## src/rtl/snake_game_ctrl.sv

```systemverilog
// Snake game sequencer: idle/play/over state, move pacing from the update tick,
// direction latching with reversal rejection, BCD score and apple-driven speed-up.
module snake_game_ctrl #(
    parameter int unsigned INIT_PERIOD  = 8,
    parameter int unsigned MIN_PERIOD   = 2,
    parameter int unsigned SPEED_APPLES = 5
) (
    input  logic       VGA_clk,
    input  logic       rst,
    input  logic       start,
    input  logic       btn_up,
    input  logic       btn_down,
    input  logic       btn_left,
    input  logic       btn_right,
    input  logic       update,
    input  logic       collision,
    input  logic       apple_eaten,
    output logic [1:0] state,
    output logic       move_en,
    output logic [1:0] dir,
    output logic       grow,
    output logic [3:0] score_ones,
    output logic [3:0] score_tens,
    output logic       game_over
);

    typedef enum logic [1:0] {
        StIdle = 2'd0,
        StPlay = 2'd1,
        StOver = 2'd2
    } state_e;

    localparam logic [3:0] InitPeriod  = 4'(INIT_PERIOD);
    localparam logic [3:0] MinPeriod   = 4'(MIN_PERIOD);
    localparam logic [3:0] SpeedApples = 4'(SPEED_APPLES);
    localparam logic [1:0] DirRight    = 2'd3;

    state_e     state_q, state_d;
    logic [3:0] tick_q, tick_d;
    logic [3:0] period_q, period_d;
    logic [3:0] apple_q, apple_d;
    logic [1:0] dir_q, dir_d;
    logic [1:0] pend_q, pend_d;
    logic       move_q, move_d;
    logic       grow_q, grow_d;
    logic [3:0] ones_q, ones_d;
    logic [3:0] tens_q, tens_d;

    logic       start_s1_q, start_s2_q, start_s3_q, start_p_q;
    // Button bit order matches direction codes: 0=up, 1=down, 2=left, 3=right
    logic [3:0] btn_s1_q, btn_s2_q;
    logic       btn_valid;
    logic [1:0] btn_dir;

    always_ff @(posedge VGA_clk or posedge rst) begin
        if (rst) begin
            start_s1_q <= 1'b0;
            start_s2_q <= 1'b0;
            start_s3_q <= 1'b0;
            start_p_q  <= 1'b0;
            btn_s1_q   <= '0;
            btn_s2_q   <= '0;
        end else begin
            start_s1_q <= start;
            start_s2_q <= start_s1_q;
            start_s3_q <= start_s2_q;
            start_p_q  <= start_s2_q & ~start_s3_q;
            btn_s1_q   <= {btn_right, btn_left, btn_down, btn_up};
            btn_s2_q   <= btn_s1_q;
        end
    end

    always_comb begin
        btn_valid = |btn_s2_q;
        if (btn_s2_q[0]) begin
            btn_dir = 2'd0;
        end else if (btn_s2_q[1]) begin
            btn_dir = 2'd1;
        end else if (btn_s2_q[2]) begin
            btn_dir = 2'd2;
        end else begin
            btn_dir = 2'd3;
        end
    end

    always_comb begin
        state_d  = state_q;
        tick_d   = tick_q;
        period_d = period_q;
        apple_d  = apple_q;
        dir_d    = dir_q;
        pend_d   = pend_q;
        ones_d   = ones_q;
        tens_d   = tens_q;
        move_d   = 1'b0;
        grow_d   = 1'b0;

        case (state_q)
            StIdle, StOver: begin
                tick_d = '0;
                if (start_p_q) begin
                    state_d  = StPlay;
                    ones_d   = '0;
                    tens_d   = '0;
                    dir_d    = DirRight;
                    pend_d   = DirRight;
                    period_d = InitPeriod;
                    apple_d  = '0;
                end
            end
            StPlay: begin
                if (collision) begin
                    // Collision pre-empts any move or apple arriving in the same cycle
                    state_d = StOver;
                    tick_d  = '0;
                end else begin
                    // Opposite direction codes differ only in bit 0
                    if (btn_valid && (btn_dir != (dir_q ^ 2'd1))) begin
                        pend_d = btn_dir;
                    end
                    if (update) begin
                        if (tick_q >= period_q - 4'd1) begin
                            tick_d = '0;
                            move_d = 1'b1;
                            dir_d  = pend_q;
                        end else begin
                            tick_d = tick_q + 4'd1;
                        end
                    end
                    if (apple_eaten) begin
                        grow_d = 1'b1;
                        if (!(ones_q == 4'd9 && tens_q == 4'd9)) begin
                            if (ones_q == 4'd9) begin
                                ones_d = '0;
                                tens_d = tens_q + 4'd1;
                            end else begin
                                ones_d = ones_q + 4'd1;
                            end
                        end
                        if (apple_q == SpeedApples - 4'd1) begin
                            apple_d = '0;
                            if (period_q > MinPeriod) begin
                                period_d = period_q - 4'd1;
                            end
                        end else begin
                            apple_d = apple_q + 4'd1;
                        end
                    end
                end
            end
            default: state_d = StIdle;
        endcase
    end

    always_ff @(posedge VGA_clk or posedge rst) begin
        if (rst) begin
            state_q  <= StIdle;
            tick_q   <= '0;
            period_q <= InitPeriod;
            apple_q  <= '0;
            dir_q    <= DirRight;
            pend_q   <= DirRight;
            move_q   <= 1'b0;
            grow_q   <= 1'b0;
            ones_q   <= '0;
            tens_q   <= '0;
        end else begin
            state_q  <= state_d;
            tick_q   <= tick_d;
            period_q <= period_d;
            apple_q  <= apple_d;
            dir_q    <= dir_d;
            pend_q   <= pend_d;
            move_q   <= move_d;
            grow_q   <= grow_d;
            ones_q   <= ones_d;
            tens_q   <= tens_d;
        end
    end

    assign state      = state_q;
    assign move_en    = move_q;
    assign dir        = dir_q;
    assign grow       = grow_q;
    assign score_ones = ones_q;
    assign score_tens = tens_q;
    assign game_over  = (state_q == StOver);

endmodule

```

## config.mk

```make
export PLATFORM = sky130hd
export DESIGN_NAME = snake_game_ctrl
export DESIGN_NICKNAME = d
export VERILOG_FILES = /design/src/rtl/snake_game_ctrl.sv
export SDC_FILE = /design/constraint.sdc
export NUM_CORES = 1
export LEC_CHECK = 0
export BUFFER_PORTS_ARGS = -buffer_cell sky130_fd_sc_hd__buf_2
export CAP_MARGIN = 20
export CELL_PAD_IN_SITES_DETAIL_PLACEMENT = 1
export CELL_PAD_IN_SITES_GLOBAL_PLACEMENT = 1
export CORE_MARGIN = 2
export CORE_UTILIZATION = 45
export CTS_CLUSTER_SIZE = 12
export DETAILED_ROUTE_END_ITERATION = 6
export HOLD_SLACK_MARGIN = 0.12
export PLACE_DENSITY = 0.85
export SYNTH_ARGS = -nofsm -noshare
export SYNTH_HDL_FRONTEND = slang
export SYNTH_SLANG_ARGS = --single-unit
```

## constraint.sdc

```tcl
create_clock -name VGA_clk -period 2.4 [get_ports VGA_clk]
set_clock_uncertainty 0.2 [all_clocks]
set_input_delay 0.24 -clock VGA_clk [delete_from_list [all_inputs] [get_ports VGA_clk]]
set_output_delay 0.24 -clock VGA_clk [all_outputs]
set_load 0.005 [all_outputs]
```

==> summary.txt, run 1 <==
Status
  • Status: finished, final reports clean

Logic synthesis
  • Most common cell in the netlist: dfrtp_1
  • Cells after Synth: 189
  • Post-synthesis cell area: 2020 um^2
  • Share of flip-flops with an asynchronous set or reset: 100%
  • Seq/Total Area, Yosys: 49.8%
  • Synth top area share: 43.3%
  • Cell taking the most area after synthesis: dfrtp_1
  • Synth cell count leaders: dfrtp_1, o21ai_0, inv_1, nor2_1, nand2_1
  • Prevailing post-synth register cell: dfrtp_1
  • Yosys reg bits: 40
  • Synth warnings: 0
  • Cell variety after synth: 52
  • Syn_nets: 210
  • Avg Inst Size Synth: 10.7 um^2
  • Ranking of synthesized cells by area: dfrtp_1, ha_1, dfstp_2
  • EDFF count, synth: 0

Clock tree
  • Max Root-Sink Buffers: 2
  • CTS H-tree depth: 2
  • Root Buffer: clkbuf_8
  • Worst-Skew Late Latency: 300 ps
  • Clk sinks: 40
  • CTS tree: yes
  • TritonCTS Buffers: 5
  • Clock-pin slew on the worst setup and hold paths: 80 ps

Worst setup path
  • Delay of the slowest critical-path stage: 450 ps
  • Worst path bufs/invs: 1
  • Reg-to-Reg End: tick_q[2]
  • Crit end category: flip-flop
  • Reg2reg start: period_q[0]
  • CP Max Fanout: 6
  • Setup CP Type: flip-flop to flip-flop
  • Crit path cell chain: inv_1 -> ha_1 -> ha_1 -> a2111oi_4 -> o21ai_1 -> o311ai_1
  • Cell mode on critical path: ha_1
  • Worst reg-to-reg path cell count: 6
  • Slowest-stage cell, CP: a2111oi_4
  • Crit path arrival time: 2320 ps
  • R2r setup slk: 60 ps
  • Crit path launch type: flip-flop
  • Cell family with the largest share of critical-path delay: compound AO/OA/AOI/OAI gates
  • Required time of the critical path: 2390 ps

Run
  • MaxCap Viol Count: 0

Layout
  • FILL cells: 480
  • Cell area after layout: 2460 um^2
  • Fraction of final layout cells sized beyond drive strength 1: 23.2%
  • Fin nets: 253
  • Non-filler instance count after layout: 285
  • N_diodes: 0
  • Area delta synth->final: 21.8%

Global routing
  • First-pass GRT wire length: 8360 um
  • Gr busiest metal: met2
  • Number of global-route vias before repair: 1723
  • Fraction of met2 tracks used by global routing: 36.6%
  • Congestion Overflow GR: 0
  • Routing usage on met1: 26.6%
  • Largest net degree at the start of global routing: 41
  • GR Util All Layers: 21.4%
  • Initial antenna violation count: 0
  • Global Route met3 Usage: 5.27%

Power and ir drop
  • Leakage Power: 1.13 nW
  • VDD IR-drop max: 0.484 mV
  • Cell Pwr Density: 830 nW/um^2
  • Final Power: 0.00204 W

Drt
  • Iter 0 DRT Violations: 51
  • TritonRoute pass-1 iters: 4
  • Vias per cell: 5.65
  • Routed vias: 1611
  • Avg WL per Cell: 16.9 um
  • Post-route ant nets: 0
  • Drt drc: 0
  • Final wirelength: 4800 um

Placed design
  • Port-buffer cells: 24
  • Post-DP Area: 2230 um^2
  • DP Cell Count: 267
  • Pre-CTS setup slack: 115 ps
  • Post-detail-place hpwl: 3200 um
  • Final GP Congestion: 0.822

Min path
  • HP Start: btn_s1_q[2]
  • Hold Crit Depth: 0
  • Hold Crit Class: flip-flop to flip-flop
  • Hold Path End: btn_s2_q[2]

STA
  • Rel. slew slack: 65.3%
  • Ratio of final minimum period to clock period: 97.3%
  • Final setup fails: 0
  • Final WS setup: 64.4 ps
  • Worst-margin pin slew: 520 ps
  • RSZ-0062 raised after global routing: true
  • Total negative slack: 0 ps
  • Final hold violations: 0
  • Min cycle time layout: 2340 ps
  • Final-report max-slew violation count: 0
  • FMAX: 428 MHz

Floorplanning
  • Initial Util: 46.4%
  • Die Area: 5040 um^2
  • Site Rows: 24
  • Core Region: 4350 um^2
  • Top Ports: 25
  • Chip width: 71.0 um
  • DIE HEIGHT: 71.0 um
[logic make-up (layout without fill, tap and decap cells)]
group	Yosys count	in the layout	synth area share (%)
simple gates	60	60	17.5
compound gates	54	54	18.8
flops	40	40	49.8
buf+inv	17	61	3.41
fa+ha+maj	11	11	6.81
mux	5	5	2.72
xor+xnor	2	2	0.867
[sequential cells by signal (all words and copies together), names as in the netlist]
signal and count:
start_s1_q 1, start_s3_q 1, tick_q 4, score_ones 4, apple_q 4, score_tens 4
grow 1, move_en 1, dir 2, btn_s1_q 4, state 2, btn_s2_q 4
pend_q 2, start_s2_q 1, period_q 4, start_p_q 1
[placed cells by master (no fill, tap or decap), types with 3 or more instances in the layout]
cell type / instances
dfrtp_1: 34
buf_2: 24
o21ai_0: 14
inv_1: 13
nor2_1: 12
nand2_1: 12
ha_1: 10
dlygate4sd3_1: 9
nor2b_1: 7
a21oi_1: 7
clkbuf_8: 6
buf_4: 6
nand2b_1: 5
dfstp_2: 5
o21ai_1: 4
or3_1: 4
a211oi_1: 4
mux2_1: 3
nor3_1: 3
nand3_1: 3
a31oi_1: 3
[worst register-to-register path, stage by stage, from the launching register on]
cell       delay, ps
dfrtp_1          390
inv_1            100
ha_1             330
ha_1             320
a2111oi_4        450
o21ai_1          160
o311ai_1         280
[per-stage QoR]
step	hold slack, ps	utilization (%)
global placement	132	51.2
detailed placement	136	51.2
CTS	155	56.0
finish	151	56.5
floorplan	71.4	-
global route	162	56.5
[power breakdown]
group          internal [W]  leakage (nW)  switching (W)
clock              0.000340        0.0614       0.000258
combinational      0.000273         0.567       0.000299
sequential         0.000764         0.506       0.000109
[how the worst max path moves through the flow]
stage / end / cells past startpoint / start
after detailed placement: dir[1] / 6 / period_q[0]
final: tick_q[2] / 6 / period_q[0]
after floorplan: dir[0] / 6 / period_q[0]
after global placement: dir[0] / 8 / period_q[0]
after CTS: tick_q[2] / 6 / period_q[0]
after global routing: tick_q[3] / 6 / period_q[0]
[what timing repair did]
| action | 4_1_cts | 5_1_grt |
|---|---|---|
| buffers inserted | 0 | 1 |
| setup endpoints to repair | 0 | 7 |
| endpoints found under the hold margin | 44 | 0 |
| hold buffers | 9 | 0 |
| gates resized for setup | 0 | 5 |
[area by class of cell]
type	instances	area [um^2]	area share, %
clock inverter	2	38.8	1.58
clock buffer	6	82.6	3.36
multi-input combinational	132	957	38.9
timing repair buffer	39	255	10.4
sequential	40	1010	41.0
inverter	14	53.8	2.19
tap	52	65.1	2.64
[per-layer routing]
layer / part of all wire [%] / vias to the layer above
met3: 3.1 / 7
met5: 0 / -
met1: 44 / 804
met2: 51 / 27
li1: - / 773
met4: 1.6 / 0
(Power assumes the default switching activity.)
==> run 2, diff against run 1 <==
- CORE_ASPECT_RATIO: not set -> 1.75
==> summary.txt, run 2 (synthesized netlist as in run 1, its figures left out) <==
Layout
  • Commonest non-fill, non-tap cells in the layout: dfrtp_1, buf_2, o21ai_0
  • Fin nets: 253 (unchanged)
  • N_diodes: 0 (unchanged)
  • Area delta synth->final: 21.4%
  • Core Util, Final: 56.2% (-0.33 points)
  • Non-filler instance count after layout: 284 (-0.35%)
  • Commonest non-fill, non-tap cell in the layout: dfrtp_1
  • Fraction of final layout cells sized beyond drive strength 1: 22.7% (-0.43 points)

Clock tree
  • Clock-pin slew on the worst setup and hold paths: 90 ps (about the same)
  • Root Buffer: clkbuf_8
  • TritonCTS Buffers: 5 (unchanged)
  • Max Root-Sink Buffers: 2 (unchanged)
  • CTS tree: yes
  • Clk sinks: 40 (unchanged)
  • CTS H-tree depth: 2 (unchanged)
  • Worst-Skew Late Latency: 300 ps (about the same)

Global routing
  • Number of global-route vias before repair: 1746 (+1.3%)
  • Largest net degree at the start of global routing: 41 (unchanged)
  • Congestion Overflow GR: 0 (unchanged)
  • Initial antenna violation count: 0 (unchanged)
  • First-pass GRT wire length: 8310 um (-0.49%)
  • GR Util All Layers: 22.5% (+1.1 points)

Floorplanning
  • Top Ports: 25 (unchanged)
  • Die Area: 5060 um^2 (+0.42%)
  • DIE HEIGHT: 92.6 um (+30%)
  • Initial Util: 46.3% (-0.11 points)
  • Core Region: 4360 um^2 (+0.23%)
  • Chip width: 54.7 um (-23%)
  • Site Rows: 32 (+33%)

STA
  • Hold WS: 154 ps (+3.15 ps)
  • FMAX: 431 MHz (+0.70%)
  • Worst-margin pin slew: 520 ps (-0.310 ps)
  • Final hold violations: 0 (unchanged)
  • Total negative slack: 0 ps (unchanged)
  • Ratio of final minimum period to clock period: 96.6% (-0.67 points)
  • Final setup fails: 0 (unchanged)
  • Min cycle time layout: 2320 ps (-16.1 ps)
  • Rel. slew slack: 65.3% (about the same)
  • Final-report max-slew violation count: 0 (unchanged)

Worst setup path
  • R2r setup slk: 80 ps (+20 ps)
  • Crit path arrival time: 2350 ps (+30 ps)
  • Required time of the critical path: 2430 ps (+40 ps)
  • Crit end category: flip-flop
  • Crit path launch type: flip-flop
  • CP Max Fanout: 6 (unchanged)
  • Setup CP Type: flip-flop to flip-flop

Placed design
  • DP Cell Count: 265 (-0.75%)
  • Port-buffer cells: 24 (unchanged)
  • Post-detail-place hpwl: 3300 um (+3.3%)
  • Final GP Congestion: 0.777 (-5.4%)

Min path
  • Hold Crit Class: flip-flop to flip-flop

Drt
  • Routed vias: 1641 (+1.9%)
  • Iter 0 DRT Violations: 20 (-61%)
  • Vias per cell: 5.78 (+2.2%)
  • Post-route ant nets: 0 (unchanged)
  • Final wirelength: 4910 um (+2.3%)
  • Drt drc: 0 (unchanged)
  • Avg WL per Cell: 17.3 um (+2.7%)
  • TritonRoute pass-1 iters: 4 (unchanged)

Status
  • Status: finished, final reports clean

Power and ir drop
  • Final Power: 0.00204 W (-0.26%)
  • Leakage Power: 1.13 nW (-0.30%)
  • Cell Pwr Density: 831 nW/um^2 (about the same)
  • VDD IR-drop max: 0.551 mV (+14%)

Run
  • MaxCap Viol Count: 0 (unchanged)
-- run 2: path summary, 6_finish.rpt --
| kind | start | to | cells after the start |
|---|---|---|---|
| setup / recovery | period_q[0] | dir[1] | 8 |
| hold / removal | btn_s1_q[3] | btn_s2_q[3] | 0 |
| setup reg to reg | period_q[0] | dir[1] | 8 |
| hold reg to reg | btn_s1_q[3] | btn_s2_q[3] | 0 |
| max in group asynchronous | rst | period_q[3] | 4 |
| min in group asynchronous | rst | btn_s2_q[0] | 4 |
-- run 2: timing repair --
| item | 4_1_cts | 5_1_grt |
|---|---|---|
| gates cloned | 0 | 0 |
| setup endpoints to repair | 2 | 4 |
| hold endpoints to repair | 44 | 0 |
| buffers inserted | 0 | 2 |
| pin swaps | 0 | 1 |
| gates resized for setup | 1 | 2 |
| hold buffers | 9 | 0 |
-- run 2: final cells by class --
type | instances | area, um^2
multi-input cells | 132 | 957
flip-flops and latches | 40 | 1010
fillers | 501 | 1910
clock inverters | 3 | 46.3
repair buffers | 39 | 255
inverters | 14 | 53.8
clock buffers | 5 | 68.8
well taps | 51 | 63.8
-- run 2: power by group --
| part | internal, W | switching (W) | leakage [nW] |
|---|---|---|---|
| sequential | 0.000762 | 0.000108 | 0.508 |
| combinational | 0.000278 | 0.000318 | 0.569 |
| clock | 0.000313 | 0.000258 | 0.0548 |
-- run 2: critical path, stage by stage, from the launching register on --
cell	delay [ps]
dfrtp_1	410
inv_1	100
ha_1	230
xnor2_2	160
ha_2	340
o21a_1	120
nor2_2	60
or3_1	420
o32a_1	200
-- run 2: layer usage --
layer / part of all wire, % / wire length, um / global-route usage, %
met1: 37 / 1840 / 25.7
met2: 59 / 2900 / 40.2
met3: 2.1 / 105 / 3.55
met4: 1.5 / 72 / 7.50
met5: 0 / 0 / 0
-- run 2: metrics by stage --
stage,setup WS (ps),area (um^2)
after floorplan,302,2020
after global placement,199,2220
after detailed placement,108,2220
after CTS,43.0,2430
after global routing,-23.6,2450
final,80.5,2450
